===== src/rtl/vram_scanout.sv =====
// vram_scanout: read side of the frame buffer. Generates 640x480@60 raster
// timing from a divided system clock, fetches one RGB565 word per visible
// pixel from VRAM and presents it as 12-bit RGB with matching HSYNC/VSYNC.
// A vertical-blank level is exported for the write-side arbiter.
module vram_scanout #(
  parameter int PIX_DIV = 4,
  parameter int RD_LAT  = 1
) (
  input  logic        clk,
  input  logic        rst,
  output logic        rd_en,
  output logic [18:0] rd_addr,
  input  logic [15:0] rd_data,
  output logic        hs,
  output logic        vs,
  output logic [3:0]  r,
  output logic [3:0]  g,
  output logic [3:0]  b,
  output logic        vblank
);

  // Divider width; PIX_DIV is at least 3 so this is never below 2 bits.
  localparam int DW = $clog2(PIX_DIV);

  // Divider phases: read issue, data capture and end of slot.
  localparam logic [DW-1:0] DIV_ISSUE = '0;
  localparam logic [DW-1:0] DIV_CAP   = DW'(1 + RD_LAT);
  localparam logic [DW-1:0] DIV_LAST  = DW'(PIX_DIV - 1);

  // Horizontal raster geometry in pixel slots.
  localparam logic [9:0] H_ACTIVE   = 10'd640;
  localparam logic [9:0] H_SYNC_BEG = 10'd656;
  localparam logic [9:0] H_SYNC_END = 10'd751;
  localparam logic [9:0] H_LAST     = 10'd799;

  // Vertical raster geometry in lines.
  localparam logic [9:0] V_ACTIVE   = 10'd480;
  localparam logic [9:0] V_SYNC_BEG = 10'd490;
  localparam logic [9:0] V_SYNC_END = 10'd491;
  localparam logic [9:0] V_LAST     = 10'd524;

  // Address of the last visible pixel of a frame (639 + 479*640).
  localparam logic [18:0] ADDR_LAST = 19'd307199;

  // Raster position and slot divider.
  logic [DW-1:0] divCnt_q, divCnt_d;
  logic [9:0]    hCnt_q, hCnt_d;
  logic [9:0]    vCnt_q, vCnt_d;

  // Linear read address, built incrementally so no multiplier is needed.
  logic [18:0]   addrCnt_q, addrCnt_d;

  // Read port registers.
  logic          rdEn_q, rdEn_d;
  logic [18:0]   rdAddr_q, rdAddr_d;

  // Pixel holder for the word returned by VRAM.
  logic [15:0]   pix_q, pix_d;

  // Display output registers.
  logic          hs_q, hs_d;
  logic          vs_q, vs_d;
  logic          vblank_q, vblank_d;
  logic [3:0]    r_q, r_d;
  logic [3:0]    g_q, g_d;
  logic [3:0]    b_q, b_d;

  // Decoded control for the current cycle.
  logic          slotEnd;
  logic          frameWrap;
  logic          active;
  logic          issue;
  logic          capture;

  // Decode where the current cycle sits within the slot and the raster.
  always_comb begin
    slotEnd = (divCnt_q == DIV_LAST);
    active  = (hCnt_q < H_ACTIVE) && (vCnt_q < V_ACTIVE);
    issue   = (divCnt_q == DIV_ISSUE) && active;
    capture = (divCnt_q == DIV_CAP);
  end

  // Advance the divider every clock and the raster position once per slot.
  always_comb begin
    divCnt_d  = slotEnd ? '0 : divCnt_q + DW'(1);
    hCnt_d    = hCnt_q;
    vCnt_d    = vCnt_q;
    frameWrap = 1'b0;
    if (slotEnd) begin
      if (hCnt_q == H_LAST) begin
        hCnt_d = '0;
        if (vCnt_q == V_LAST) begin
          vCnt_d    = '0;
          frameWrap = 1'b1;
        end else begin
          vCnt_d = vCnt_q + 10'd1;
        end
      end else begin
        hCnt_d = hCnt_q + 10'd1;
      end
    end
  end

  // Step the address after each issued read, saturating at the last pixel
  // and restarting from zero when the frame wraps.
  always_comb begin
    addrCnt_d = addrCnt_q;
    if (frameWrap) begin
      addrCnt_d = '0;
    end else if (issue && (addrCnt_q != ADDR_LAST)) begin
      addrCnt_d = addrCnt_q + 19'd1;
    end
  end

  // Raise the read strobe for the div==1 cycle of a visible slot; the address
  // is held between reads so VRAM sees a stable bus.
  always_comb begin
    rdEn_d   = issue;
    rdAddr_d = issue ? addrCnt_q : rdAddr_q;
  end

  // Latch the returned pixel in the one cycle where VRAM guarantees it.
  always_comb begin
    pix_d = capture ? rd_data : pix_q;
  end

  // Produce sync, blank and colour for the slot that is just finishing;
  // pix_d is used so a capture in the last divider phase is still seen.
  always_comb begin
    hs_d     = hs_q;
    vs_d     = vs_q;
    vblank_d = vblank_q;
    r_d      = r_q;
    g_d      = g_q;
    b_d      = b_q;
    if (slotEnd) begin
      hs_d     = !((hCnt_q >= H_SYNC_BEG) && (hCnt_q <= H_SYNC_END));
      vs_d     = !((vCnt_q >= V_SYNC_BEG) && (vCnt_q <= V_SYNC_END));
      vblank_d = (vCnt_q >= V_ACTIVE);
      if (active) begin
        r_d = pix_d[15:12];
        g_d = pix_d[10:7];
        b_d = pix_d[4:1];
      end else begin
        r_d = '0;
        g_d = '0;
        b_d = '0;
      end
    end
  end

  // Timing counters and address generator state.
  always_ff @(posedge clk or posedge rst) begin
    if (rst) begin
      divCnt_q  <= '0;
      hCnt_q    <= '0;
      vCnt_q    <= '0;
      addrCnt_q <= '0;
    end else begin
      divCnt_q  <= divCnt_d;
      hCnt_q    <= hCnt_d;
      vCnt_q    <= vCnt_d;
      addrCnt_q <= addrCnt_d;
    end
  end

  // Read port and pixel holder state.
  always_ff @(posedge clk or posedge rst) begin
    if (rst) begin
      rdEn_q   <= 1'b0;
      rdAddr_q <= '0;
      pix_q    <= '0;
    end else begin
      rdEn_q   <= rdEn_d;
      rdAddr_q <= rdAddr_d;
      pix_q    <= pix_d;
    end
  end

  // Display output state; syncs idle high, colour black.
  always_ff @(posedge clk or posedge rst) begin
    if (rst) begin
      hs_q     <= 1'b1;
      vs_q     <= 1'b1;
      vblank_q <= 1'b0;
      r_q      <= '0;
      g_q      <= '0;
      b_q      <= '0;
    end else begin
      hs_q     <= hs_d;
      vs_q     <= vs_d;
      vblank_q <= vblank_d;
      r_q      <= r_d;
      g_q      <= g_d;
      b_q      <= b_d;
    end
  end

  assign rd_en   = rdEn_q;
  assign rd_addr = rdAddr_q;
  assign hs      = hs_q;
  assign vs      = vs_q;
  assign vblank  = vblank_q;
  assign r       = r_q;
  assign g       = g_q;
  assign b       = b_q;

endmodule


===== config.mk =====
export PLATFORM = sky130hd
export DESIGN_NAME = vram_scanout
export DESIGN_NICKNAME = d
export VERILOG_FILES = /design/src/rtl/vram_scanout.sv
export SDC_FILE = /design/constraint.sdc
export NUM_CORES = 1
export LEC_CHECK = 0
export BUFFER_PORTS_ARGS = -buffer_cell sky130_fd_sc_hd__clkbuf_2
export CAP_MARGIN = 15
export CORE_ASPECT_RATIO = 1.75
export CORE_MARGIN = 2
export CORE_UTILIZATION = 50
export CTS_CLUSTER_DIAMETER = 40
export DETAILED_ROUTE_END_ITERATION = 8
export GPL_ROUTABILITY_DRIVEN = 0
export PLACE_DENSITY = 0.78
export SETUP_SLACK_MARGIN = 0.02
export SLEW_MARGIN = 10
export SYNTH_ARGS = -nofsm -noshare
export SYNTH_HDL_FRONTEND = slang
export SYNTH_SLANG_ARGS = --single-unit

===== constraint.sdc =====
create_clock -name clk -period 7.6 [get_ports clk]
set_clock_uncertainty 0.1 [all_clocks]
set_input_delay 0.76 -clock clk [delete_from_list [all_inputs] [get_ports clk]]
set_output_delay 0.76 -clock clk [all_outputs]
set_load 0.02 [all_outputs]

======== After elaboration in Yosys (flattened, before gate mapping) ========
Cells that the tools add are included.
storage, ports and cells
  register bits after elaboration ......... 92
  latch bits .............................. 0
  bits in writable memories ............... 0
  bits in read-only memories .............. 0
  input port bits ......................... 18
  output and inout port bits .............. 35
  logic and storage cells ................. 52
  memories kept ........................... 0
cells by class
  add/sub/neg operators ................... 4
  multiply operators ...................... 0
  divide/modulo/power cells ............... 0
  order comparisons ....................... 7
  eq/ne operators ......................... 5
  shift operators ......................... 0
  muxes and demuxes ....................... 12
  bitwise gates (word level) .............. 0
  reduce and logical (&&, ||, !) cells .... 10
operators with widths
  cell                                                                                   number
  19-bit two-way mux                                                                     2
  10-bit by 1-bit adder with 10-bit output (second input constant)                       2
  10-bit == test (second input constant)                                                 2
  10-bit by 9-bit greater-or-equal comparator with 1-bit output (second input constant)  2
  10-bit two-way mux                                                                     2
  19-bit by 1-bit adder with 19-bit output (second input constant)                       1
  19-bit != test (second input constant)                                                 1
  16-bit two-way mux                                                                     1
  4-bit two-way mux                                                                      3
  10-bit greater-or-equal comparator (second input constant)                             1
  10-bit less-or-equal comparator (second input constant)                                1
  10-bit by 9-bit less-or-equal comparator with 1-bit output (second input constant)     1
  10-bit < comparator (second input constant)                                            1
  10-bit by 9-bit < comparator with 1-bit output (second input constant)                 1
  1-bit logical AND                                                                      5
  2-bit == test (second input constant)                                                  2
  1-bit two-way mux                                                                      3
  2-bit by 1-bit adder with 2-bit output (second input constant)                         1
  1-bit logical NOT                                                                      2
  2-bit logical NOT                                                                      1
  2-bit two-way mux                                                                      1
  2-bit AND reduction                                                                    1
  2-bit nonzero test                                                                     1

======== Longest topological paths before layout ========
Gate-level depths: netlist (run 1).
  depth in word-level cells ............... 6
  depth in mapped cells ................... 8

======== Least setup slack after synthesis (run 1) ========
Ideal clock, no wire load.
  kind .................................... reg-to-reg
  start point ............................. reg divCnt_q[0]
  end point ............................... reg vCnt_q[7]
  library setup time ...................... 0.125 ns
  arrival time ............................ 1.928 ns
  data required time ...................... 7.375 ns
  setup slack ............................. 5.447 ns
  cell stages (with the launch flop) ...... 9
  cell sequence ........................... dfrtp_1 -> ha_1 -> buf_2 -> nand2_1 -> or4_1 -> clkbuf_1 -> nor4_4 -> nand3_1 -> xnor2_1
between the ends
  cells in the longest elaborated chain, start to end .. 2
ends and longest elaborated chain
  item                                  RTL line  text
  from (decl)                           46        logic [DW-1:0] divCnt_q, divCnt_d;
  from (signal assigned)                160       divCnt_q <= divCnt_d;
  2-bit == test                         77        slotEnd = (divCnt_q == DIV_LAST);
  2-bit AND reduction (no source line)  -
  to (signal assigned)                  162       vCnt_q <= vCnt_d;
  to (decl)                             48        logic [9:0] vCnt_q, vCnt_d;
No other way between the ends.
A chain may end at the register's enable or synchronous reset.

======== Worst setup path after layout (run 1) ========
  start point ............................. reg hCnt_q[7]
  end point ............................... reg addrCnt_q[9]
between the ends
  cells in the longest elaborated chain, start to end .. 5
ends and longest elaborated chain
  item                                 RTL line  text
  from (decl)                          47        logic [9:0] hCnt_q, hCnt_d;
  from (signal assigned)               161       hCnt_q <= hCnt_d;
  10-bit < comparator                  78        active = (hCnt_q < H_ACTIVE) && (vCnt_q < V_ACTIVE);
  1-bit logical AND                    78
  1-bit logical AND                    79        issue = (divCnt_q == DIV_ISSUE) && active;
  1-bit logical AND                    110       end else if (issue && (addrCnt_q != ADDR_LAST)) begin
  2-bit nonzero test (no source line)  -
  to (signal assigned)                 163       addrCnt_q <= addrCnt_d;
  to (decl)                            51        logic [18:0] addrCnt_q, addrCnt_d;
Parallel ways exist; a longest one is shown, timed or not.

==> flow_summary.toml, run 1 <==
[run_status]
status = "complete, no violations"

[critical_path]
path_delay_family = "compound AO/OA/AOI/OAI gates"
crit_chain = "o21ai_1 -> nand3_2 -> a31oi_2 -> a21oi_2 -> a221o_1"
slowest_delay_ps = 870
critical_path_buf_inv_count = 0
cp_max_fo = 14
required_ps = 7730
worstSetupEndpointType = "flip-flop"
critPathLaunchType = "flip-flop"
slowest_stage = "o21ai_1"
path_class = "flip-flop to flip-flop"
worstPathArrival_ps = 3410

[synthesis]
async_reset_ff_share_pct = 100.0
synth_top_family_by_area = "simple AND/OR/NAND/NOR gates"
avgSynthCellArea_um2 = 11.23
syn_nets = 390
ys.flop_type = "dfrtp_1"
synth_area_leaders = "dfrtp_1, mux2_2, nand2_1"
synth_top_area_cell = "dfrtp_1"
post_synth_and_or_nand_nor_area_fraction_pct = 17.31
synth-seq-area-share_pct = 54.07
synth-compound-area-share_pct = 8.561
syn_inst = 363
synth.distinct_cells = 51
syn_area_um2 = 4078
yosys_register_bits = 88
synth_edf_count = 0
ys_warn_count = 0
synth.mux.area_fraction_pct = 9.297
synth_top_area_share_pct = 52.78
yosysMostFrequentCell = "dfrtp_1"
synthAdderAreaFrac_pct = 2.762
synth_xor_area_share_pct = 3.866
synthTopCellsByCount = "dfrtp_1, mux2_2, nand2_1"

[detailed_routing]
dr_total_vias = 2923
wl_mm = 7.912
drt_iter0_markers = 118
ant_nets = 0
drc = 0
wire_per_inst_um = 15.64
dr.pass1.iters = 4
via_per_inst = 5.777

[clock_network]
cts_buffer_depth = 2
cts_resized = 0
cts_setup_buffers = 0
cts_tree = "done"
numCtsBuffers = 9
h-tree-depth = 3
cts_hold_repair.buffers = 0
path_clk_slew_ps = 70
clk_latency_ps = 340
cts-root-buf = "clkbuf_16"
cts.sinks = 88

[hold_path]
hold_class = "flip-flop to flip-flop"

[timing]
drv_slew = 0
post-route-period-util_pct = 43.21
max_freq_mhz = 304.5
min_period_ps = 3284
rsz0062_at_grt = "no"
tightest_slew_ps = 1068
timing.hold.ws_ps = 371.8
finalSetupTns_ps = 0
slew_headroom_pct = 28.29
final-setup-viol-count = 0
final-hold-violation-count = 0

[finish]
layout-drive-gt1-share_pct = 28.61
diodes = 0
synthToLayoutAreaGrowth_pct = 14.51
nets = 438
stdcell_area_um2 = 4669

[power]
intPower_uw = 716.9
power_frac_comb_pct = 3.0
switching_share_pct = 21.90
p_clk_share_pct = 45.0
p_sw_uw = 201.0
leakage_nw = 2.237
peakVddDrop_uv = 131.2
powerDensity_nw_per_um2 = 196.6
sequentialPowerShare_pct = 52.0

[grt]
gr-usage-all-layers_pct = 19.52
grt_pass1_wl_mm = 13.30
overflow = 0
grt_max_degree = 89
antenna_found_initial = 0
grt_pass1_vias = 2848

[placement]
dpl_cell_area_um2 = 4368
io_buffers = 48
dp_hpwl_mm = 5.446

[floorplanning]
dieHeight_um = 123.5
fp-row-count = 43
start_util_pct = 51.56
pin_count = 53
die_w_um = 72.27
core_area_um2 = 7909
dieArea_um2 = 8922

[run]
maxCapViolCount = 0
cell families after synthesis:
kind of cell / count (synthesis)
AOI/OAI and AO/OA: 51
xor gates and xnor gates: 18
adders and majority gates: 9
buffers and inverters: 38
DFF: 88
muxes: 34
and+or+nand+nor: 125
worst register-to-register path, cell delays in order (launching register included):
cell and delay, ps:
dfrtp_1 470, o21ai_1 870, nand3_2 370, a31oi_2 630
a21oi_2 280, a221o_1 450
path summary, 6_finish.rpt:
path / from / to / slack, ps / cells after the start
max: hCnt_q[7] / addrCnt_q[9] / 4320 / 5
min: divCnt_q[0] / divCnt_q[0] / 370 / 1
max reg2reg: hCnt_q[7] / addrCnt_q[9] / 4320 / 5
min reg2reg: divCnt_q[0] / divCnt_q[0] / 370 / 1
max in group asynchronous: rst / hs / 6280 / 4
min in group asynchronous: rst / rd_addr[14] / 430 / 3
flip-flops by register name, indices dropped and copies added (netlist names):
| name | count |
|---|---|
| g | 4 |
| divCnt_q | 2 |
| addrCnt_q | 19 |
| pix_q | 12 |
| hs | 1 |
| r | 4 |
| rd_addr | 19 |
| vCnt_q | 10 |
| vs | 1 |
| hCnt_q | 10 |
| rd_en | 1 |
| b | 4 |
| vblank | 1 |
layer usage:
| layer | vias up | GRT usage [%] | part of all wire (%) |
|---|---|---|---|
| met3 | 18 | 4.890 | 2.6 |
| met2 | 53 | 35.44 | 57 |
| met1 | 1476 | 20.98 | 38 |
| li1 | 1376 | - | - |
| met5 | - | 0 | 0 |
| met4 | 0 | 8.491 | 2.8 |
power groups by stage:
| stage | Clock, mW | Sequential, mW | Combinational [mW] |
|---|---|---|---|
| floorplan | 0 | 0.490 | 0.0123 |
| global placement | 0 | 0.486 | 0.0265 |
| detailed placement | 0 | 0.486 | 0.0272 |
| CTS | 0.424 | 0.478 | 0.0272 |
| global route | 0.443 | 0.478 | 0.0316 |
| finish | 0.413 | 0.478 | 0.0275 |
through the flow:
step                utilization [%]  power (mW)  setup slack [ps]  cells
floorplan                         -      0.5021              4465    363
global route                  59.04      0.9520              4181    506
detailed placement            55.23      0.5134              4289    489
global placement              55.23      0.5124              4293    489
finish                        59.04      0.9179              4316    506
CTS                           58.79      0.9285              4333    505
final cells by class:
class | instances | area (um2)
fillers | 669 | 3239
flip-flops and latches | 88 | 2205
multi-input cells | 237 | 1704
repair buffers | 51 | 275.3
clock buffers | 11 | 242.7
well taps | 90 | 112.6
inverters | 24 | 91.34
clock inverters | 5 | 38.79
placed cells by master, fill, tap and decap left out, types with 2 or more instances in the layout:
cell       count
clkinv_2       2
inv_1         23
inv_6          2
nand2_1       31
nand3_1       14
buf_4          2
dfrtp_1       86
xor2_1         9
clkbuf_16      9
ha_1           9
a211o_1        3
clkbuf_2      48
nor3_1        11
nor4_4         2
nand2b_1       2
nor4b_1        2
o21ai_0       22
nor2_1        19
a22o_1         4
a21oi_1        6
and3_1        14
mux2_2        31
nand4_1       17
dfstp_2        2
nor4_1         2
a211o_2        3
a31o_2         2
mux2i_1        3
xnor2_1        9
Power figures use the tool's default switching activity.
==> run 2: changes to the inputs <==
clock period = 3.2 ns   (was 7.6 ns; I/O delays follow)
==> run 2 against run 1 <==
  * Non-clock buffer count grew 5
  * Largest cell class unchanged
  * Die area unchanged
  * Clock power rose by 130%
==> flow_summary.toml, run 2 (same netlist as run 1, synthesis figures left out) <==
[clock_network]
path_clk_slew_ps = 60
cts_resized = 0
cts.sinks = 88
clk_latency_ps = 340
cts_tree = "done"
cts-root-buf = "clkbuf_16"
cts_buffer_depth = 2
numCtsBuffers = 9
h-tree-depth = 3

[power]
p_sw_uw = 464.3
peakVddDrop_uv = 344.2
switching_share_pct = 21.50
sequentialPowerShare_pct = 52.5
power_frac_comb_pct = 3.0
powerDensity_nw_per_um2 = 459.5
total_power_mw = 2.160
p_clk_share_pct = 44.4
leakage_nw = 2.257
intPower_mw = 1.696

[critical_path]
reg2reg_from = "addrCnt_q[0]"
path_delay_family = "compound AO/OA/AOI/OAI gates"
path_class = "flip-flop to flip-flop"
critPathLaunchType = "flip-flop"
worstPathArrival_ps = 2530
required_ps = 3380
worstSetupEndpointType = "flip-flop"
cp_max_fo = 14
slowest_delay_ps = 560
critical_path_buf_inv_count = 0
slowest_stage = "a21oi_2"
crit_chain = "ha_1 -> nand2_1 -> nor3_2 -> a31oi_2 -> a21oi_2 -> a22o_2"
cp-startpoint = "addrCnt_q[0]"

[placement]
dp.cells = 494
io_buffers = 48
dp_hpwl_mm = 5.479

[finish]
synthToLayoutAreaGrowth_pct = 15.28
fillers = 685
diodes = 0
nets = 443
post_layout_nonfiller_instances = 510
layout-drive-gt1-share_pct = 29.05
final_cell_mix = "dfrtp_1, clkbuf_2, nand2_1, mux2_2, inv_1"
final_common_cell = "dfrtp_1"

[detailed_routing]
via_per_inst = 5.563
dr_total_vias = 2837
ant_nets = 0
drt_iter0_markers = 113
wire_per_inst_um = 15.17
wl_mm = 7.738
drc = 0
dr.pass1.iters = 6

[floorplanning]
fp-row-count = 43
dieArea_um2 = 8922
core_area_um2 = 7909
start_util_pct = 51.56
die_w_um = 72.27
dieHeight_um = 123.5
pin_count = 53

[grt]
grt_pass1_vias = 2987
gr-usage-all-layers_pct = 19.54
grt_max_degree = 50
grt_pass1_wl_mm = 13.46
overflow = 0
antenna_found_initial = 0

[run_status]
status = "complete, no violations"

[timing]
slew_headroom_pct = 52.85
drv_slew = 0
final-setup-viol-count = 0
final-hold-violation-count = 0
timing.hold.ws_ps = 127.1
tightest_slew_ps = 707.2
finalSetupTns_ps = 0
max_freq_mhz = 424.8
post-route-period-util_pct = 73.56
min_period_ps = 2354
rsz0062_at_grt = "no"

[run]
maxCapViolCount = 0

[hold_path]
hold_class = "input port to flip-flop"
hp-start = "rd_data[8]"
==> run 2: power by group through the flow <==
stage                     Sequential, mW  Clock (mW)  Combinational (mW)
after detailed placement            1.15           0              0.0669
after CTS                           1.13       0.987              0.0680
after global routing                1.13        1.02              0.0755
after floorplan                     1.16           0              0.0292
after global placement              1.15           0              0.0651
final                               1.13       0.960              0.0658
==> run 2: path summary, 6_finish.rpt <==
path	end	slack, ps	depth (start not counted)
min in group asynchronous	rd_addr[14]	510	3
max in group asynchronous	hCnt_q[7]	1810	4
worst min-delay path	pix_q[8]	130	2
worst max-delay path	addrCnt_q[17]	850	6
worst max register to register	addrCnt_q[17]	850	6
worst min register to register	divCnt_q[0]	360	1
==> run 2: timing repair <==
action,in CTS,in global routing
buffers inserted,0,0
endpoints found under the hold margin,37,0
hold buffers,1,0
==> run 2: area by class of cell <==
class	count	area, um2	share of cell area [%]
Inverter	24	91.34	1.943
Sequential cell	88	2205	46.90
Clock inverter	4	30.03	0.6388
Multi-Input combinational cell	237	1704	36.25
Timing Repair Buffer	56	315.3	6.707
Clock buffer	11	242.7	5.164
Tap cell	90	112.6	2.396
==> run 2: through the flow <==
| stage | cell area, um2 | setup slack, ps | util [%] |
|---|---|---|---|
| after floorplan | 4078 | 504.8 | - |
| after global placement | 4418 | 876.7 | 55.86 |
| final | 4701 | 846.2 | 59.44 |
| after CTS | 4701 | 827.8 | 59.44 |
| after detailed placement | 4418 | 842.7 | 55.86 |
| after global routing | 4701 | 665.1 | 59.44 |
==> run 2: per-layer routing <==
| metal | vias up | GRT usage (%) | wire [um] |
|---|---|---|---|
| li1 | 1388 | - | - |
| met5 | - | 0 | 0 |
| met2 | 46 | 35.44 | 4353 |
| met3 | 11 | 4.075 | 218 |
| met4 | 0 | 8.962 | 166 |
| met1 | 1392 | 21.38 | 3000 |
